**src/rtl/unstacker_arbiter.sv**
```systemverilog
// Round-robin, block-granular arbiter that shares one 128-bit-in / 32-bit-out
// unstacker among N_REQ block producers and tags the word stream with the source ID.
module unstacker_arbiter #(
  parameter int N_REQ       = 2,
  parameter int BLOCK_WORDS = 4,
  parameter int ID_W        = 1
) (
  input  logic                   clk_i,
  input  logic                   rst_i,
  input  logic                   clr_i,
  input  logic                   enable_i,
  input  logic [N_REQ-1:0]       req_valid_i,
  input  logic [N_REQ*128-1:0]   req_data_i,
  output logic [N_REQ-1:0]       req_ready_o,
  output logic                   unstk_valid_o,
  output logic [127:0]           unstk_data_o,
  input  logic                   unstk_ready_i,
  input  logic                   word_valid_i,
  input  logic                   word_ready_i,
  output logic [N_REQ-1:0]       grant_o,
  output logic [ID_W-1:0]        src_id_o,
  output logic                   busy_o,
  output logic [15:0]            blocks_done_o
);

  localparam int              CNT_W     = (BLOCK_WORDS > 1) ? $clog2(BLOCK_WORDS) : 1;
  localparam logic [CNT_W-1:0] LAST_WORD = CNT_W'(BLOCK_WORDS - 1);
  localparam logic [ID_W-1:0]  PTR_INIT  = ID_W'(N_REQ - 1);

  typedef enum logic [1:0] {IDLE, SEND, DRAIN} state_t;

  state_t            state_q, state_d;
  logic [N_REQ-1:0]  grant_q, grant_d;
  logic [ID_W-1:0]   src_id_q, src_id_d;
  logic [ID_W-1:0]   last_q, last_d;
  logic [CNT_W-1:0]  cnt_q, cnt_d;
  logic [15:0]       blocks_done_q, blocks_done_d;

  logic              pick_found;
  logic [ID_W-1:0]   pick_id;

  // Lowest valid index overall is the wrap-around candidate; any valid index
  // above the last grant overrides it. Descending loops leave the lowest match.
  always_comb begin
    // NOTE: every combinational output gets a default first so no path infers a latch.
    pick_found = 1'b0;
    pick_id    = '0;
    for (int r = N_REQ - 1; r >= 0; r--) begin
      if (req_valid_i[r]) begin
        pick_found = 1'b1;
        pick_id    = ID_W'(r);
      end
    end
    for (int r = N_REQ - 1; r >= 0; r--) begin
      if (req_valid_i[r] && (ID_W'(r) > last_q)) begin
        pick_id = ID_W'(r);
      end
    end
  end

  always_comb begin
    state_d       = state_q;
    grant_d       = grant_q;
    src_id_d      = src_id_q;
    last_d        = last_q;
    cnt_d         = cnt_q;
    blocks_done_d = blocks_done_q;
    case (state_q)
      IDLE: begin
        if (pick_found) begin
          grant_d  = N_REQ'(1) << pick_id;
          src_id_d = pick_id;
          state_d  = SEND;
        end
      end
      SEND: begin
        if (unstk_ready_i) begin
          state_d = DRAIN;
          cnt_d   = '0;
        end
      end
      DRAIN: begin
        if (word_valid_i && word_ready_i) begin
          if (cnt_q == LAST_WORD) begin
            state_d       = IDLE;
            last_d        = src_id_q;
            grant_d       = '0;
            cnt_d         = '0;
            blocks_done_d = blocks_done_q + 16'd1;
          end else begin
            cnt_d = cnt_q + CNT_W'(1);
          end
        end
      end
      default: state_d = IDLE;
    endcase
  end

  always_ff @(posedge clk_i) begin
    // NOTE: state registers use non-blocking assignments so every flop samples pre-edge values.
    if (rst_i || clr_i) begin
      state_q       <= IDLE;
      grant_q       <= '0;
      src_id_q      <= '0;
      last_q        <= PTR_INIT;
      cnt_q         <= '0;
      blocks_done_q <= '0;
    end else if (enable_i) begin
      state_q       <= state_d;
      grant_q       <= grant_d;
      src_id_q      <= src_id_d;
      last_q        <= last_d;
      cnt_q         <= cnt_d;
      blocks_done_q <= blocks_done_d;
    end
  end

  always_comb begin
    unstk_data_o = '0;
    for (int r = 0; r < N_REQ; r++) begin
      if (grant_q[r]) unstk_data_o = unstk_data_o | req_data_i[r*128 +: 128];
    end
  end

  assign unstk_valid_o = (state_q == SEND);
  assign req_ready_o   = (state_q == SEND && enable_i && unstk_ready_i) ? grant_q : '0;
  assign grant_o       = grant_q;
  assign src_id_o      = src_id_q;
  assign busy_o        = (state_q != IDLE);
  assign blocks_done_o = blocks_done_q;

  // The granted producer must hold its block until it is accepted.
  a_valid_held : assert property (@(posedge clk_i) disable iff (rst_i || clr_i)
    (enable_i && state_q == SEND) |-> |(req_valid_i & grant_q));

  // Word beats are only meaningful while a block drains.
  a_no_stray_beat : assert property (@(posedge clk_i) disable iff (rst_i || clr_i)
    (enable_i && state_q != DRAIN) |-> !(word_valid_i && word_ready_i));

endmodule

```
**config.mk**
```make
export PLATFORM = sky130hd
export DESIGN_NAME = unstacker_arbiter
export DESIGN_NICKNAME = d
export VERILOG_FILES = /design/src/rtl/unstacker_arbiter.sv
export SDC_FILE = /design/constraint.sdc
export NUM_CORES = 1
export LEC_CHECK = 0
export CORE_AREA = 2 2 163 165
export DETAILED_ROUTE_END_ITERATION = 10
export DIE_AREA = 0 0 165 167
export GPL_TIMING_DRIVEN = 0
export HOLD_SLACK_MARGIN = 0.1
export PLACE_DENSITY = 0.44
export SLEW_MARGIN = 15
export SYNTH_ARGS = -nofsm -noshare
export SYNTH_HDL_FRONTEND = slang
export SYNTH_SLANG_ARGS = --single-unit
```
**constraint.sdc**
```tcl
create_clock -name clk_i -period 2.3 [get_ports clk_i]
set_input_delay 0.46 -clock clk_i [delete_from_list [all_inputs] [get_ports clk_i]]
set_output_delay 0.46 -clock clk_i [all_outputs]
set_load 0.01 [all_outputs]
```
# ---- Word-level counts from Yosys, hierarchy flattened
# Cells that the tools add are included.
dict set report totals {
  input_bits 265
  regBits 24
  out_inout_bits 151
  wordCells 53
}
dict set report op_classes {
  add_sub_neg 2
  magnitude_cmp 2
  shift 1
  n_eq_ne 7
  bitwise 1
  muxes 19
  reduce_logical 15
}
# cell n
set op_table {}
lappend op_table {{$mux 128} 2}
lappend op_table {{$or 128x128->128} 1}
lappend op_table {{$mux 2} 9}
lappend op_table {{$add 16x1->16 const B} 1}
lappend op_table {{$reduce_and 5->1} 2}
lappend op_table {{$pmux 2 s2} 2}
lappend op_table {{$reduce_and 4->1} 2}
lappend op_table {{$ne 2x2->1 const B} 3}
lappend op_table {{$pmux 2 s3} 1}
lappend op_table {{$reduce_bool 2->1} 3}
lappend op_table {{$logic_and 1x1->1} 5}
lappend op_table {{$mux 1} 5}
lappend op_table {{$eq 2x2->1 const B} 2}
lappend op_table {{$reduce_and 3->1} 1}
lappend op_table {{$add 2x1->2 const B} 1}
lappend op_table {{$eq 2x1->1 const B} 1}
lappend op_table {{$gt 1x1->1 const A} 2}
lappend op_table {{$logic_not 2->1} 1}
lappend op_table {{$ne 2x1->1 const B} 1}
lappend op_table {{$shl 1x1->2 const A} 1}
lappend op_table {{$logic_or 1x1->1} 1}

# ---- Logic depth before layout (Yosys ltp)
dict set report depth {
  depth_word 7
  depth_mapped 6
  ltp_nobuf 5
}

# ---- Worst setup path after synthesis
# No wires, ideal clock.
dict set report synth_timing {
  path_type {register to register}
  startpoint {register cnt_q[0]}
  endpoint {register blocks_done_q[13] (netlist: blocks_done_o[13])}
  setup_time_ns 0.070
  required_time_ns 2.230
  setup_slack_ns 0.608
  t_arrival_ns 1.622
  path_stages_with_launch 6
  path_cell_list {dfxtp_1 > ha_1 > nand2_1 > or4_4 > or3_1 > a21oi_1}
}
dict set report synth_between {
  elab_chain_cells 2
}
# element line
set synth_rtl {}
lappend synth_rtl {{start: declaration} 36} ;# logic [CNT_W-1:0] cnt_q, cnt_d;
lappend synth_rtl {{start signal: assignment} 113} ;# cnt_q <= cnt_d;
lappend synth_rtl {{$eq 2x2->1} 84} ;# if (cnt_q == LAST_WORD) begin
lappend synth_rtl {{$reduce_and 4->1 (no source line)} -}
lappend synth_rtl {{end signal: assignment} 114} ;# blocks_done_q <= blocks_done_d;
lappend synth_rtl {{end: declaration} 37} ;# logic [15:0] blocks_done_q, blocks_done_d;
# No other way between the ends.
# A chain may end at the register's enable or synchronous reset.

# ---- Worst setup path in the final report
dict set report layout_timing {
  startpoint {register grant_q[0] (netlist: grant_o[0])}
  endpoint {output port unstk_data_o[40]}
}
dict set report layout_between {
  elab_chain_cells 3
}
# element line
set layout_rtl {}
lappend layout_rtl {{start: declaration} 33} ;# logic [N_REQ-1:0] grant_q, grant_d;
lappend layout_rtl {{start signal: assignment} 110} ;# grant_q <= grant_d;
lappend layout_rtl {{$mux 128 (*)} 121} ;# if (grant_q[r]) unstk_data_o = unstk_data_o | req_data_i[r*128 +: 128];
lappend layout_rtl {{$or 128x128->128} 121}
lappend layout_rtl {{$mux 128 (*)} 121}
lappend layout_rtl {{end: declaration} 16} ;# output logic [127:0] unstk_data_o,
# Mark *: on every way between the ends. The rest lies on a longest branch, timed or not.

==> flow_summary.yaml <==
setup_path:
  reg2reg_to: "blocks_done_o[13]"
  critical_path_required_ns: 1.84
  cp-start-kind: "flop"
  critical-path-slowest-cell: "sky130_fd_sc_hd__clkdlybuf4s50_1"
  worstSetupEndpointType: "primary output"
  worstReg2RegStart: "cnt_q[0]"
  worst-r2r-cell-count: 5
  rrSetupSlack_ns: 0.38
  timing.critical_path.cells: "clkbuf_16 > clkbuf_4 > a22o_1 > clkdlybuf4s50_1"
  cp.arrival_ns: 1.79
  max_stage_delay_ns: 0.56
  cp_max_fo: 10
  path_class: "flop to primary output"
timing:
  timing.final.crit_share_pct: 97.91
  achievable-frequency_mhz: 444.1
  finalClockSkew_ns: 0.002254
  report.final.setup_viol: 0
  unrepaired_setup_endpoints_after_global_routing: "true"
  final-hold-violation-count: 0
  tightestPinTransition_ns: 0.6064
  drv_slew: 0
  finalWorstPathRequiredPeriod_ns: 2.252
  timing.slew.headroom_pct: 59.33
global_routing:
  grt_usage_pct: 15.52
  grt_overflow: 0
  largest_net_degree_at_the_start_of_global_routing: 15
  vias_in_the_first_global_route: 4252
  grt_pass1_wl_um: 31240
  grt_antenna_before_repair: 10
cells_and_area:
  layout-area-overhead-vs-synth_pct: 196.1
  nNetsFinal: 987
  layout.filler_cells: 2766
  finalNonFillerCells: 1056
  post_route_cells_drive_above_1_share_pct: 5.989
  finish.instance_area_um2: 7262
job:
  maxCapViolCount: 0
synth:
  ys_dominant_reg_cell: "sky130_fd_sc_hd__dfxtp_1"
  synthesis.instances: 299
  synth-seq-area-share_pct: 19.59
  postSynthNetCount: 567
  synth_async_sr_flop_share_pct: 0
  synth_cell_type_count: 41
  synth-edff-count: 0
  postSynthRegisterBits: 24
  yosys_warnings: 0
  netlist_area_um2: 2452
  synth_area_per_cell_um2: 8.202
clock_network:
  post_cts_setup_buffers: 0
  clk_pin_slew_worst_paths_ns: 0.07
  clock_tree.buffer_depth: 2
  clockRootBuffer: "sky130_fd_sc_hd__clkbuf_16"
  clk-insertion-delay-late_ns: 0.26
  clkSinkCount: 24
  cts_buffers: 3
  tritoncts_clock_tree: "done"
  cts_htree_levels: 1
place:
  dp.final_hpwl_um: 19550
  port_buffers: 415
  post_place_cells: 1049
  place_congestion: 0.7664
  placement.cell_area_um2: 7025
power:
  vdd_ir_drop_max_mv: 0.2235
  total_leakage_power_nw: 2.818
  cellPowerDensity_nw_per_um2: 247.9
drt:
  drt_first_pass_iters: 4
  drc_errors: 0
  totalWireLength_um: 23080
  number_of_vias_in_the_routed_layout: 4293
  ant_nets: 0
  drc_violation_total_after_the_first_tritonroute_iteration: 178
  routed_wire_length_per_instance_um: 21.85
  drt-vias-per-instance: 4.065
floorplan:
  die_y_um: 167
  design.portCount: 416
  start_util_pct: 9.519
  die_x_um: 165
  placement_rows: 59
  dieArea_um2: 27560
  area_of_the_core_um2: 25760
worst_hold_path:
  worst_hold_path.num_cells: 2
  holdPathEnd: "blocks_done_o[15]"
  hold_start: "blocks_done_o[15]"
  holdCritPathClass: "flop to flop"
status:
  run_status: "finished clean"
[timing repair]
| action | 4_1_cts | 5_1_grt |
|---|---|---|
| hold buffers | 0 | 0 |
| resized for setup | 86 | 17 |
| setup endpoints to repair | 130 | 33 |
[how the worst max path moves through the flow]
stage / startpoint / endpoint / slack (ns) / cells past startpoint
floorplan: cnt_q[0] / blocks_done_o[13] / 0.61 / 5
global placement: grant_o[0] / unstk_data_o[120] / -0.83 / 4
detailed placement: grant_o[0] / unstk_data_o[120] / -0.83 / 4
CTS: grant_o[0] / unstk_data_o[83] / 0.003 / 4
global route: grant_o[0] / unstk_data_o[83] / -0.001 / 4
finish: grant_o[0] / unstk_data_o[40] / 0.05 / 4
[cell usage in the layout, fill, tap and decap left out, drive strengths merged, types with 4 or more instances in the layout]
cell	Yosys	routed
dfxtp	24	24
nand3	6	6
buf	4	5
clkdlybuf4s50	0	381
dlygate4sd2	0	29
dlymetal6s2s	0	4
o21ai	12	12
nand2	11	11
nor2	16	16
and3	4	4
a21oi	11	11
clkbuf	29	31
or3	5	5
a22o	128	128
xnor2	5	5
nand4	5	5
[per-layer routing]
metal	share of wire, %	up-vias	GRT usage (%)	routed length (um)
li1	-	2066	-	-
met1	39	1990	18.38	9092
met2	47	191	26.34	10910
met3	11	32	6.501	2597
met4	1.6	14	2.684	377
met5	0.42	-	0	97
[power breakdown]
group | switching [mW] | internal (mW) | leakage [nW] | total [mW]
clock network | 0.165 | 0.346 | 0.0511 | 0.511
registers | 0.00328 | 0.416 | 0.195 | 0.420
logic | 0.271 | 0.598 | 2.57 | 0.869
total | 0.440 | 1.36 | 2.82 | 1.80
[final cells by class]
type | count | area [um2] | share of cell area, %
inverter | 2 | 7.507 | 0.1034
clock buffer | 3 | 75.07 | 1.034
buffer | 33 | 277.8 | 3.825
tap | 335 | 419.2 | 5.772
multi-input combinational | 240 | 1828 | 25.17
timing repair buffer | 415 | 4129 | 56.86
clock inverter | 1 | 30.03 | 0.4135
antenna | 3 | 7.507 | 0.1034
sequential | 24 | 488.0 | 6.720
[critical path: cells and delay by family (launching register included)]
family / cells / cell delay [ns]
buf+inv: 3 / 0.94
compound gates: 1 / 0.20
flops: 1 / 0.39
[Yosys cell counts (3+ instances only)]
master | count | share of area, %
sky130_fd_sc_hd__a21oi_1 | 11 | 2.2
sky130_fd_sc_hd__o21ai_0 | 11 | 2.2
sky130_fd_sc_hd__and3_1 | 4 | 1.0
sky130_fd_sc_hd__a22o_1 | 128 | 46
sky130_fd_sc_hd__or3_1 | 5 | 1.3
sky130_fd_sc_hd__xnor2_1 | 5 | 1.8
sky130_fd_sc_hd__nand2_1 | 11 | 1.7
sky130_fd_sc_hd__dfxtp_1 | 24 | 20
sky130_fd_sc_hd__xor2_1 | 3 | 1.1
sky130_fd_sc_hd__nand4_1 | 5 | 1.3
sky130_fd_sc_hd__nor2_1 | 16 | 2.4
sky130_fd_sc_hd__clkbuf_1 | 29 | 4.4
sky130_fd_sc_hd__and2_1 | 3 | 0.77
sky130_fd_sc_hd__ha_1 | 3 | 1.5
sky130_fd_sc_hd__and4_1 | 3 | 1.1
sky130_fd_sc_hd__mux2i_1 | 3 | 1.2
sky130_fd_sc_hd__nand3_1 | 6 | 1.2
[cells by family after synthesis]
logic type / share of synthesized area, %
AOI/OAI and AO/OA: 52.04
DFF: 19.59
adders and majority gates: 1.531
buffers and inverters: 5.867
and+or+nand+nor: 16.43
muxes: 1.684
xor gates and xnor gates: 2.857
[state kept, by name, indices dropped and copies added (netlist names)]
register	flops
state_q	2
blocks_done_o	16
last_q	1
grant_o	2
src_id_o	1
cnt_q	2
[through the flow]
step / worst slack [ns] / power, mW / TNS, ns / utilization (%) / hold WS, ns
2_1_floorplan: 0.6076 / 0.6093 / 0 / - / 0.4524
3_3_place_gp: -0.8296 / 1.302 / -51.32 / 27.27 / 0.4663
3_5_place_dp: -0.8314 / 1.299 / -50.50 / 27.27 / 0.4628
4_1_cts: 0.003319 / 1.815 / 0 / 28.07 / 0.4759
5_1_grt: -0.001445 / 1.878 / -0.002348 / 28.19 / 0.5179
6_report: 0.04812 / 1.800 / 0 / 28.19 / 0.4727
No activity file was read; power rests on OpenSTA's default activity.
